<file path="config.mk">
export PLATFORM = sky130hd
export DESIGN_NAME = hyperbus_burst_fifo
export DESIGN_NICKNAME = d
export VERILOG_FILES = /design/src/rtl/hyperbus_burst_fifo.sv
export SDC_FILE = /design/constraint.sdc
export NUM_CORES = 1
export LEC_CHECK = 0
export BUFFER_PORTS_ARGS = -buffer_cell sky130_fd_sc_hd__buf_4
export CAP_MARGIN = 20
export CORE_MARGIN = 4
export CORE_UTILIZATION = 33
export DETAILED_ROUTE_END_ITERATION = 7
export GPL_TIMING_DRIVEN = 0
export PLACE_DENSITY = 0.48
export SLEW_MARGIN = 20
export SYNTH_ARGS = -nofsm -noshare
export SYNTH_HDL_FRONTEND = slang
export SYNTH_SLANG_ARGS = --single-unit
</file>
<file path="constraint.sdc">
create_clock -name clk -period 12.65 [get_ports clk]
set_clock_uncertainty 0.15 [all_clocks]
set_input_delay 2.53 -clock clk [delete_from_list [all_inputs] [get_ports clk]]
set_output_delay 2.53 -clock clk [all_outputs]
set_load 0.01 [all_outputs]
</file>
<file path="src/rtl/hyperbus_burst_fifo.sv">
// hyperbus_burst_fifo
// Burst bridge between user command / write-data / read-data streams and the
// Hyperbus native interface. Commands and write words are queued; a burst is
// launched only when it can run to completion without stalling or overflowing.
// Each user word travels as RATIO bus beats, most significant slice first.

module hyperbus_burst_fifo #(
  parameter int FIFO_DATA_WIDTH = 32,
  parameter int HBUS_DATA_WIDTH = 16,
  parameter int HBUS_ADDR_WIDTH = 32,
  parameter int CMD_DEPTH_LOG2  = 2,
  parameter int DATA_DEPTH_LOG2 = 4,
  parameter int MAX_BURST_LOG2  = 4
) (
  input  logic                       clk,
  input  logic                       rst_n,
  input  logic                       cmd_valid,
  output logic                       cmd_ready,
  input  logic                       cmd_write,
  input  logic [HBUS_ADDR_WIDTH-1:0] cmd_adr,
  input  logic [MAX_BURST_LOG2-1:0]  cmd_len,
  input  logic                       tx_valid,
  output logic                       tx_ready,
  input  logic [FIFO_DATA_WIDTH-1:0] tx_dat,
  output logic                       rx_valid,
  input  logic                       rx_ready,
  output logic [FIFO_DATA_WIDTH-1:0] rx_dat,
  output logic [HBUS_ADDR_WIDTH-1:0] hbus_adr_o,
  input  logic [HBUS_DATA_WIDTH-1:0] hbus_dat_i,
  output logic [HBUS_DATA_WIDTH-1:0] hbus_dat_o,
  output logic                       hbus_rrq,
  output logic                       hbus_wrq,
  input  logic                       hbus_ready,
  input  logic                       hbus_valid,
  input  logic                       hbus_busy
);

  localparam int RATIO      = FIFO_DATA_WIDTH / HBUS_DATA_WIDTH;
  localparam int CNT_W      = MAX_BURST_LOG2 + $clog2(RATIO) + 1;
  localparam int SLICE_W    = (RATIO > 1) ? $clog2(RATIO) : 1;
  localparam int CMD_DEPTH  = 2 ** CMD_DEPTH_LOG2;
  localparam int DATA_DEPTH = 2 ** DATA_DEPTH_LOG2;
  localparam int CMD_W      = 1 + HBUS_ADDR_WIDTH + MAX_BURST_LOG2;
  localparam int CLVL_W     = CMD_DEPTH_LOG2 + 1;
  localparam int LVL_W      = DATA_DEPTH_LOG2 + 1;

  typedef enum logic [1:0] {IDLE, WRITE, READ} state_t;

  state_t state;

  // ---------------- command FIFO ----------------
  logic [CMD_W-1:0]          cmd_mem [CMD_DEPTH];
  logic [CMD_DEPTH_LOG2-1:0] cmd_wr_ptr, cmd_rd_ptr;
  logic [CLVL_W-1:0]         cmd_level;
  logic                      cmd_push, cmd_pop, cmd_full;
  logic [CMD_W-1:0]          cmd_head;
  logic                      head_write;
  logic [HBUS_ADDR_WIDTH-1:0] head_adr;
  logic [MAX_BURST_LOG2-1:0] head_len;

  assign cmd_full   = (cmd_level == CLVL_W'(CMD_DEPTH));
  assign cmd_ready  = rst_n & ~cmd_full;
  assign cmd_push   = cmd_valid & cmd_ready;
  assign cmd_head   = cmd_mem[cmd_rd_ptr];
  assign head_write = cmd_head[CMD_W-1];
  assign head_adr   = cmd_head[MAX_BURST_LOG2 +: HBUS_ADDR_WIDTH];
  assign head_len   = cmd_head[MAX_BURST_LOG2-1:0];

  // Command storage: written on every accepted command, never reset.
  always_ff @(posedge clk) begin
    if (cmd_push) cmd_mem[cmd_wr_ptr] <= {cmd_write, cmd_adr, cmd_len};
  end

  // Command FIFO pointers and occupancy; push and pop in one cycle cancel.
  always_ff @(posedge clk) begin
    if (!rst_n) begin
      cmd_wr_ptr <= '0;
      cmd_rd_ptr <= '0;
      cmd_level  <= '0;
    end else begin
      if (cmd_push) cmd_wr_ptr <= cmd_wr_ptr + 1'b1;
      if (cmd_pop)  cmd_rd_ptr <= cmd_rd_ptr + 1'b1;
      case ({cmd_push, cmd_pop})
        2'b10:   cmd_level <= cmd_level + 1'b1;
        2'b01:   cmd_level <= cmd_level - 1'b1;
        default: cmd_level <= cmd_level;
      endcase
    end
  end

  // ---------------- TX FIFO ----------------
  logic [FIFO_DATA_WIDTH-1:0] tx_mem [DATA_DEPTH];
  logic [DATA_DEPTH_LOG2-1:0] tx_wr_ptr, tx_rd_ptr, tx_rd_next;
  logic [LVL_W-1:0]           tx_level;
  logic                       tx_push, tx_pop;
  logic [FIFO_DATA_WIDTH-1:0] tx_head, tx_second;

  assign tx_ready   = rst_n & (tx_level != LVL_W'(DATA_DEPTH));
  assign tx_push    = tx_valid & tx_ready;
  assign tx_rd_next = tx_rd_ptr + 1'b1;
  assign tx_head    = tx_mem[tx_rd_ptr];
  assign tx_second  = tx_mem[tx_rd_next];

  // Write-word storage.
  always_ff @(posedge clk) begin
    if (tx_push) tx_mem[tx_wr_ptr] <= tx_dat;
  end

  // TX FIFO pointers and occupancy.
  always_ff @(posedge clk) begin
    if (!rst_n) begin
      tx_wr_ptr <= '0;
      tx_rd_ptr <= '0;
      tx_level  <= '0;
    end else begin
      if (tx_push) tx_wr_ptr <= tx_wr_ptr + 1'b1;
      if (tx_pop)  tx_rd_ptr <= tx_rd_next;
      case ({tx_push, tx_pop})
        2'b10:   tx_level <= tx_level + 1'b1;
        2'b01:   tx_level <= tx_level - 1'b1;
        default: tx_level <= tx_level;
      endcase
    end
  end

  // ---------------- RX FIFO ----------------
  logic [FIFO_DATA_WIDTH-1:0] rx_mem [DATA_DEPTH];
  logic [DATA_DEPTH_LOG2-1:0] rx_wr_ptr, rx_rd_ptr;
  logic [LVL_W-1:0]           rx_level, rx_free;
  logic                       rx_push, rx_pop;
  logic [FIFO_DATA_WIDTH-1:0] rx_shift, rx_next;

  assign rx_valid = rst_n & (rx_level != '0);
  assign rx_pop   = rx_valid & rx_ready;
  assign rx_dat   = rx_mem[rx_rd_ptr];
  assign rx_free  = LVL_W'(DATA_DEPTH) - rx_level;
  assign rx_next  = FIFO_DATA_WIDTH'({rx_shift, hbus_dat_i});

  // Read-word storage; the assembled word goes in on its final beat.
  always_ff @(posedge clk) begin
    if (rx_push) rx_mem[rx_wr_ptr] <= rx_next;
  end

  // RX FIFO pointers and occupancy.
  always_ff @(posedge clk) begin
    if (!rst_n) begin
      rx_wr_ptr <= '0;
      rx_rd_ptr <= '0;
      rx_level  <= '0;
    end else begin
      if (rx_push) rx_wr_ptr <= rx_wr_ptr + 1'b1;
      if (rx_pop)  rx_rd_ptr <= rx_rd_ptr + 1'b1;
      case ({rx_push, rx_pop})
        2'b10:   rx_level <= rx_level + 1'b1;
        2'b01:   rx_level <= rx_level - 1'b1;
        default: rx_level <= rx_level;
      endcase
    end
  end

  // ---------------- burst engine ----------------
  logic [CNT_W-1:0]           beat_cnt;
  logic [SLICE_W-1:0]         slice_cnt;
  logic [FIFO_DATA_WIDTH-1:0] tx_shift;
  logic [LVL_W-1:0]           burst_words;
  logic                       launch, wr_beat, rd_beat, word_done, last_beat;

  assign burst_words = LVL_W'(head_len) + 1'b1;
  assign launch      = (state == IDLE) && (cmd_level != '0) && !hbus_busy &&
                       (head_write ? (tx_level >= burst_words) : (rx_free >= burst_words));
  assign cmd_pop     = launch;
  assign wr_beat     = (state == WRITE) && hbus_wrq && hbus_ready;
  assign rd_beat     = (state == READ) && hbus_rrq && hbus_valid;
  assign word_done   = (slice_cnt == SLICE_W'(RATIO - 1));
  assign last_beat   = (beat_cnt == CNT_W'(1));
  assign tx_pop      = wr_beat && word_done;
  assign rx_push     = rd_beat && word_done;
  assign hbus_dat_o  = tx_shift[FIFO_DATA_WIDTH-1 -: HBUS_DATA_WIDTH];

  // Burst FSM: launches only fully-buffered writes or space-reserved reads,
  // then counts beats down and drops the request after the final beat.
  always_ff @(posedge clk) begin
    if (!rst_n) begin
      state      <= IDLE;
      hbus_wrq   <= 1'b0;
      hbus_rrq   <= 1'b0;
      hbus_adr_o <= '0;
      beat_cnt   <= '0;
      slice_cnt  <= '0;
      tx_shift   <= '0;
      rx_shift   <= '0;
    end else begin
      case (state)
        IDLE: begin
          if (launch) begin
            hbus_adr_o <= head_adr;
            beat_cnt   <= (CNT_W'(head_len) + 1'b1) * CNT_W'(RATIO);
            slice_cnt  <= '0;
            if (head_write) begin
              state    <= WRITE;
              hbus_wrq <= 1'b1;
              tx_shift <= tx_head;
            end else begin
              state    <= READ;
              hbus_rrq <= 1'b1;
            end
          end
        end
        WRITE: begin
          if (wr_beat) begin
            beat_cnt <= beat_cnt - 1'b1;
            if (word_done) begin
              slice_cnt <= '0;
              tx_shift  <= tx_second;
            end else begin
              slice_cnt <= slice_cnt + 1'b1;
              tx_shift  <= tx_shift << HBUS_DATA_WIDTH;
            end
            if (last_beat) begin
              hbus_wrq <= 1'b0;
              state    <= IDLE;
            end
          end
        end
        READ: begin
          if (rd_beat) begin
            beat_cnt <= beat_cnt - 1'b1;
            rx_shift <= rx_next;
            if (word_done) slice_cnt <= '0;
            else           slice_cnt <= slice_cnt + 1'b1;
            if (last_beat) begin
              hbus_rrq <= 1'b0;
              state    <= IDLE;
            end
          end
        end
        default: begin
          state    <= IDLE;
          hbus_wrq <= 1'b0;
          hbus_rrq <= 1'b0;
        end
      endcase
    end
  end

endmodule

</file>
# Word-level counts from Yosys, hierarchy flattened
# Memory sizes are Yosys's and may differ from the RTL's. A register that Yosys moved wholly into a read port is not among the register bits.
# Index checks and enable logic that the tools add are counted.
# op_classes
n_shift	0
div	0
n_lt_le_gt_ge	2
n_addsub	17
muxes	45
bitwise	9
multipliers	0
reduce_logical	25
n_eq_ne	18
# ops
cell	count
2-to-1 mux 32 bit	4
case mux 32 bit (2 select lines)	1
case mux 5 bit (2 select lines)	2
2-to-1 mux 1 bit	18
2-to-1 mux 6 bit	3
case mux 6 bit (3 select lines)	1
adder 4 x 1 -> 4 bit, second input constant	4
2-to-1 mux 4 bit	4
2-to-1 mux 2 bit	7
!= test 2 bit, second input constant	7
adder 4 x 1 -> 5 bit, second input constant	2
adder 5 x 1 -> 5 bit, second input constant	2
greater-or-equal comparator 5 bit	2
AND reduction 5 bit	2
subtractor 5 x 1 -> 5 bit, second input constant	2
logical AND 1 bit	9
case mux 1 bit (3 select lines)	3
equality test 2 x 1 -> 1 bit, second input constant	4
equality test 2 bit, second input constant	4
AND reduction 4 bit	2
nonzero test 2 bit	4
bitwise AND 1 bit	6
equality test 6 x 1 -> 1 bit, second input constant	1
case mux 2 bit (3 select lines)	1
16 further kinds	21
# totals
inputBits	93
latch_bits	0
register_bits	124
ram_bits	1172
romBits	0
out_inout_bits	85
mem_count	3
elab_cells	136
# mem_list
memory	words	word_bits	rd	rd_ports_with_merged_regs	write_ports	line	text
rx_mem	16	32	1	1	1	127	logic [FIFO_DATA_WIDTH-1:0] rx_mem [DATA_DEPTH];
tx_mem	16	32	2	1	1	92	logic [FIFO_DATA_WIDTH-1:0] tx_mem [DATA_DEPTH];
cmd_mem	4	37	1	1	1	52	logic [CMD_W-1:0] cmd_mem [CMD_DEPTH];

# Longest topological paths before layout
# logic_depth
word_depth	6
mapped_depth	19
mapped_depth_nobuf	17

# Least setup slack after synthesis
# OpenSTA, ideal clock, no wires.
# synth_timing
path_kind	input port to flip-flop
from	in rst_n
to	mem tx_mem[3][0] (enable)
n_path_buf	1
setup_time_ns	0.461
arrival_time_ns	5.720
path_stages	6
required_time_ns	12.039
slack_ns	6.319
cell_sequence	clkinv_1 a21oi_1 and2_1 clkbuf_1 nand2_1 nor3_1
# synth_between
elab_chain_len	4
# synth_lines
item	line	text
from (decl)	16	input logic rst_n,
bitwise AND 1 bit	98	assign tx_ready = rst_n & (tx_level != LVL_W'(DATA_DEPTH));
via tx_ready	23	output logic tx_ready,
bitwise AND 1 bit	99	assign tx_push = tx_valid & tx_ready;
2-to-1 mux 1 bit	106	if (tx_push) tx_mem[tx_wr_ptr] <= tx_dat;
2-to-1 mux 1 bit (not written as such)	106	
to (decl)	92	
# The timed path passes the listed nets, and every way through them passes these cells.

==> results.sh <==
export IMPL_status="completed"
export IMPL_crit_path_end_kind="output pin"
export IMPL_cpLargestDelayFamily="buffers and inverters"
export IMPL_fin_crit_sh=0.520
export IMPL_cts_root_buf="clkbuf_16"
export IMPL_gp_congestion=0.786
export IMPL_grt_pass1_wl_um=221000
export IMPL_first_global_vias=30100
export IMPL_grt_overflow=0
export IMPL_layout_commonest_cell="edfxtp_1"
export IMPL_drc_errors=0
export IMPL_post_synth_num_cell_types=57
export IMPL_num_rows=148
export IMPL_maxCapViolCount=0
export IMPL_endpoint="rx_dat[17]"
export IMPL_portBuffers=177
export IMPL_io_pin_count=178
export IMPL_vias=28600
export IMPL_final_setup_viol_count=0
export IMPL_cts_tree="built"
export IMPL_synth_seq_cells=1306
export IMPL_min_period_ns=6.57
export IMPL_drtIter0Drc=2826
export IMPL_antenna_left=0
export IMPL_start_util=0.331
export IMPL_r2r_slack_ns=7.59
export IMPL_async_flop_share=0
export IMPL_p_per_area_nw_per_um2=142
export IMPL_gr_usage_all_layers=0.184
export IMPL_path_buf_inv=3
export IMPL_synth_area_top_cells="edfxtp_1, mux4_2, dfxtp_1"
export IMPL_cts_made_buffers=148
export IMPL_via_per_inst=5.32
export IMPL_cp_required_ns=9.97
export IMPL_rsz0062_at_grt="no"
export IMPL_hold_viol_final=0
export IMPL_wl_per_cell_um=29.2
export IMPL_final_cell_mix="edfxtp_1, mux4_2, buf_4"
export IMPL_yosysWarnings=0
export IMPL_synth_area_um2=53900
export IMPL_holdWs_ns=0.302
export IMPL_dieArea_um2=170000
export IMPL_post_cts_buffers=0
export IMPL_fin_ws_ns=6.08
export IMPL_clk_pin_slew_ns=0.06
export IMPL_h_tree_depth=4
export IMPL_ir_worst_vdd_v=0.000133
export IMPL_critPathLaunchType="flop"
export IMPL_dieHeight_um=412
export IMPL_path_cells="clkbuf_1, clkbuf_1, mux4_2, mux4_2, buf_4"
export IMPL_cts_buffer_depth=3
export IMPL_synth_edf_count=1172
export IMPL_p_leak_nw=19.5
export IMPL_antenna_found_initial=5
export IMPL_drive_above_1_share=0.346
export IMPL_synth_area_per_cell_um2=20.3
export IMPL_cts_sinks=1306
export IMPL_slew_headroom=0.208
export IMPL_hold_buffers=0
export IMPL_nNetsFinal=3211
export IMPL_path_depth=5
export IMPL_synth_top_area_cell="edfxtp_1"
export IMPL_final_max_slew_violation_count=0
export IMPL_die_x_um=412
export IMPL_synthFlopType="edfxtp_1"
export IMPL_crit_type="reg -> out"
export IMPL_first_pass_iters=5
export IMPL_insertion_delay_ns=0.81
export IMPL_fmax_mhz=152
export IMPL_pre_cts_ws_ns=6.28
export IMPL_crit_slowest_cell="clkbuf_1"
export IMPL_grt_start_max_net_pins=38
export IMPL_r2r_cells=19
export IMPL_hold_path_class="reg -> reg"
export IMPL_syn_num_nets=2791
export IMPL_hpwl_um=105000
export IMPL_cts_repair_resized=0
export IMPL_core_area_um2=163000
export IMPL_arrival_ns=3.89
export IMPL_r2r_end="cmd_level[2]"
export IMPL_synthToLayoutAreaGrowth_pct=19.9
export IMPL_syn_inst=2658
export IMPL_cpPeakStageDelay_ns=0.82
export IMPL_tightest_slew_ns=1.19
export IMPL_seq_area_frac_synth=0.703
export IMPL_synthDominantCellAreaShare=0.653
export IMPL_crit_fanout=10
export IMPL_drt_wl_total_um=157000
export IMPL_timing_setup_tns_ns=0
worst min-delay path by stage:
| stage | startpoint | endpoint | slack, ns | depth (start not counted) |
|---|---|---|---|---|
| after CTS | hbus_adr_o[30] | hbus_adr_o[30] | 0.30 | 2 |
| after global routing | hbus_adr_o[13] | hbus_adr_o[13] | 0.32 | 2 |
| final | hbus_adr_o[30] | hbus_adr_o[30] | 0.30 | 2 |
| after detailed placement | hbus_adr_o[30] | hbus_adr_o[30] | 0.30 | 2 |
| after global placement | hbus_adr_o[1] | hbus_adr_o[1] | 0.29 | 2 |
| after floorplan | tx_shift[16] | tx_shift[16] | 0.29 | 2 |
state kept, by name, summed over array words and instances, names as in the netlist, 6 cells and up, named ones only:
name / flops
rx_shift: 16
hbus_adr_o: 32
rx_mem: 512
cmd_mem: 148
tx_shift: 32
tx_mem: 512
beat_cnt: 6
metrics by stage:
step                utilization  total power, W  instances  cell area (um^2)
global route              0.397         0.00950       5367             64600
CTS                       0.397         0.00930       5365             64600
finish                    0.397         0.00919       5368             64600
detailed placement        0.368         0.00511       5102             59800
floorplan                     -         0.00496       2658             53900
global placement          0.356         0.00509       5010             57900
tightest hold or removal path, stage by stage (launching register included):
cell	delay, ns
dfxtp_1	0.31
nand2_1	0.05
a21oi_1	0.05
cells by family (layout without fill, tap and decap cells):
kind of cell / count (synthesis) / count (layout) / synth area share
AO/OA/AOI/OAI: 187 / 187 / 0.0215
adder cells (fa/ha/maj): 43 / 43 / 0.0103
buffers and inverters: 221 / 754 / 0.0173
other: 0 / 2 / 0
XOR/XNOR: 30 / 30 / 0.00515
AND/OR/NAND/NOR: 335 / 335 / 0.0270
flip-flops: 1306 / 1306 / 0.703
multiplexers: 536 / 536 / 0.216
routing by layer:
metal / GRT usage / wire [um] / vias up
met5: 0 / 34 / -
met4: 0.0480 / 3620 / 4
met3: 0.0432 / 10800 / 231
met2: 0.309 / 78100 / 1092
met1: 0.240 / 64400 / 15400
li1: - / - / 11900
cell type report:
type / instances / area (um^2)
fill: 14600 / 98000
sequential: 1306 / 37900
multi-input combinational: 1131 / 15300
clock buffer: 190 / 3980
timing repair buffer: 270 / 2890
tap: 2175 / 2720
buffer: 186 / 850
clock inverter: 73 / 807
inverter: 35 / 131
antenna: 2 / 5.00
synthesized netlist by cell type (3+ instances only):
cell type and number:
o21ai_0 8, nand4_1 5, nor3_1 32, or3_1 8
mux4_2 500, and2_1 6, nand2_1 157, inv_1 33
edfxtp_1 1172, and3_1 6, o22ai_1 3, o211ai_1 16
a211oi_1 16, a221oi_1 16, a21oi_1 105, nor2_1 84
buf_1 34, xor2_1 18, o221a_2 3, dfxtp_1 134
a21o_1 6, nor2b_1 17, clkbuf_1 113, nand3_1 5
nand2b_1 8, buf_2 20, ha_1 37, xnor2_1 10
mux2i_1 35, buf_4 16, fa_1 3
report_power, final:
group	switching (W)	internal (W)	leakage (nW)
registers	0.0000187	0.00472	11.3
logic	0.000166	0.000104	5.88
clock network	0.00180	0.00238	2.31
Note: power is estimated with default switching activity, not from simulation.
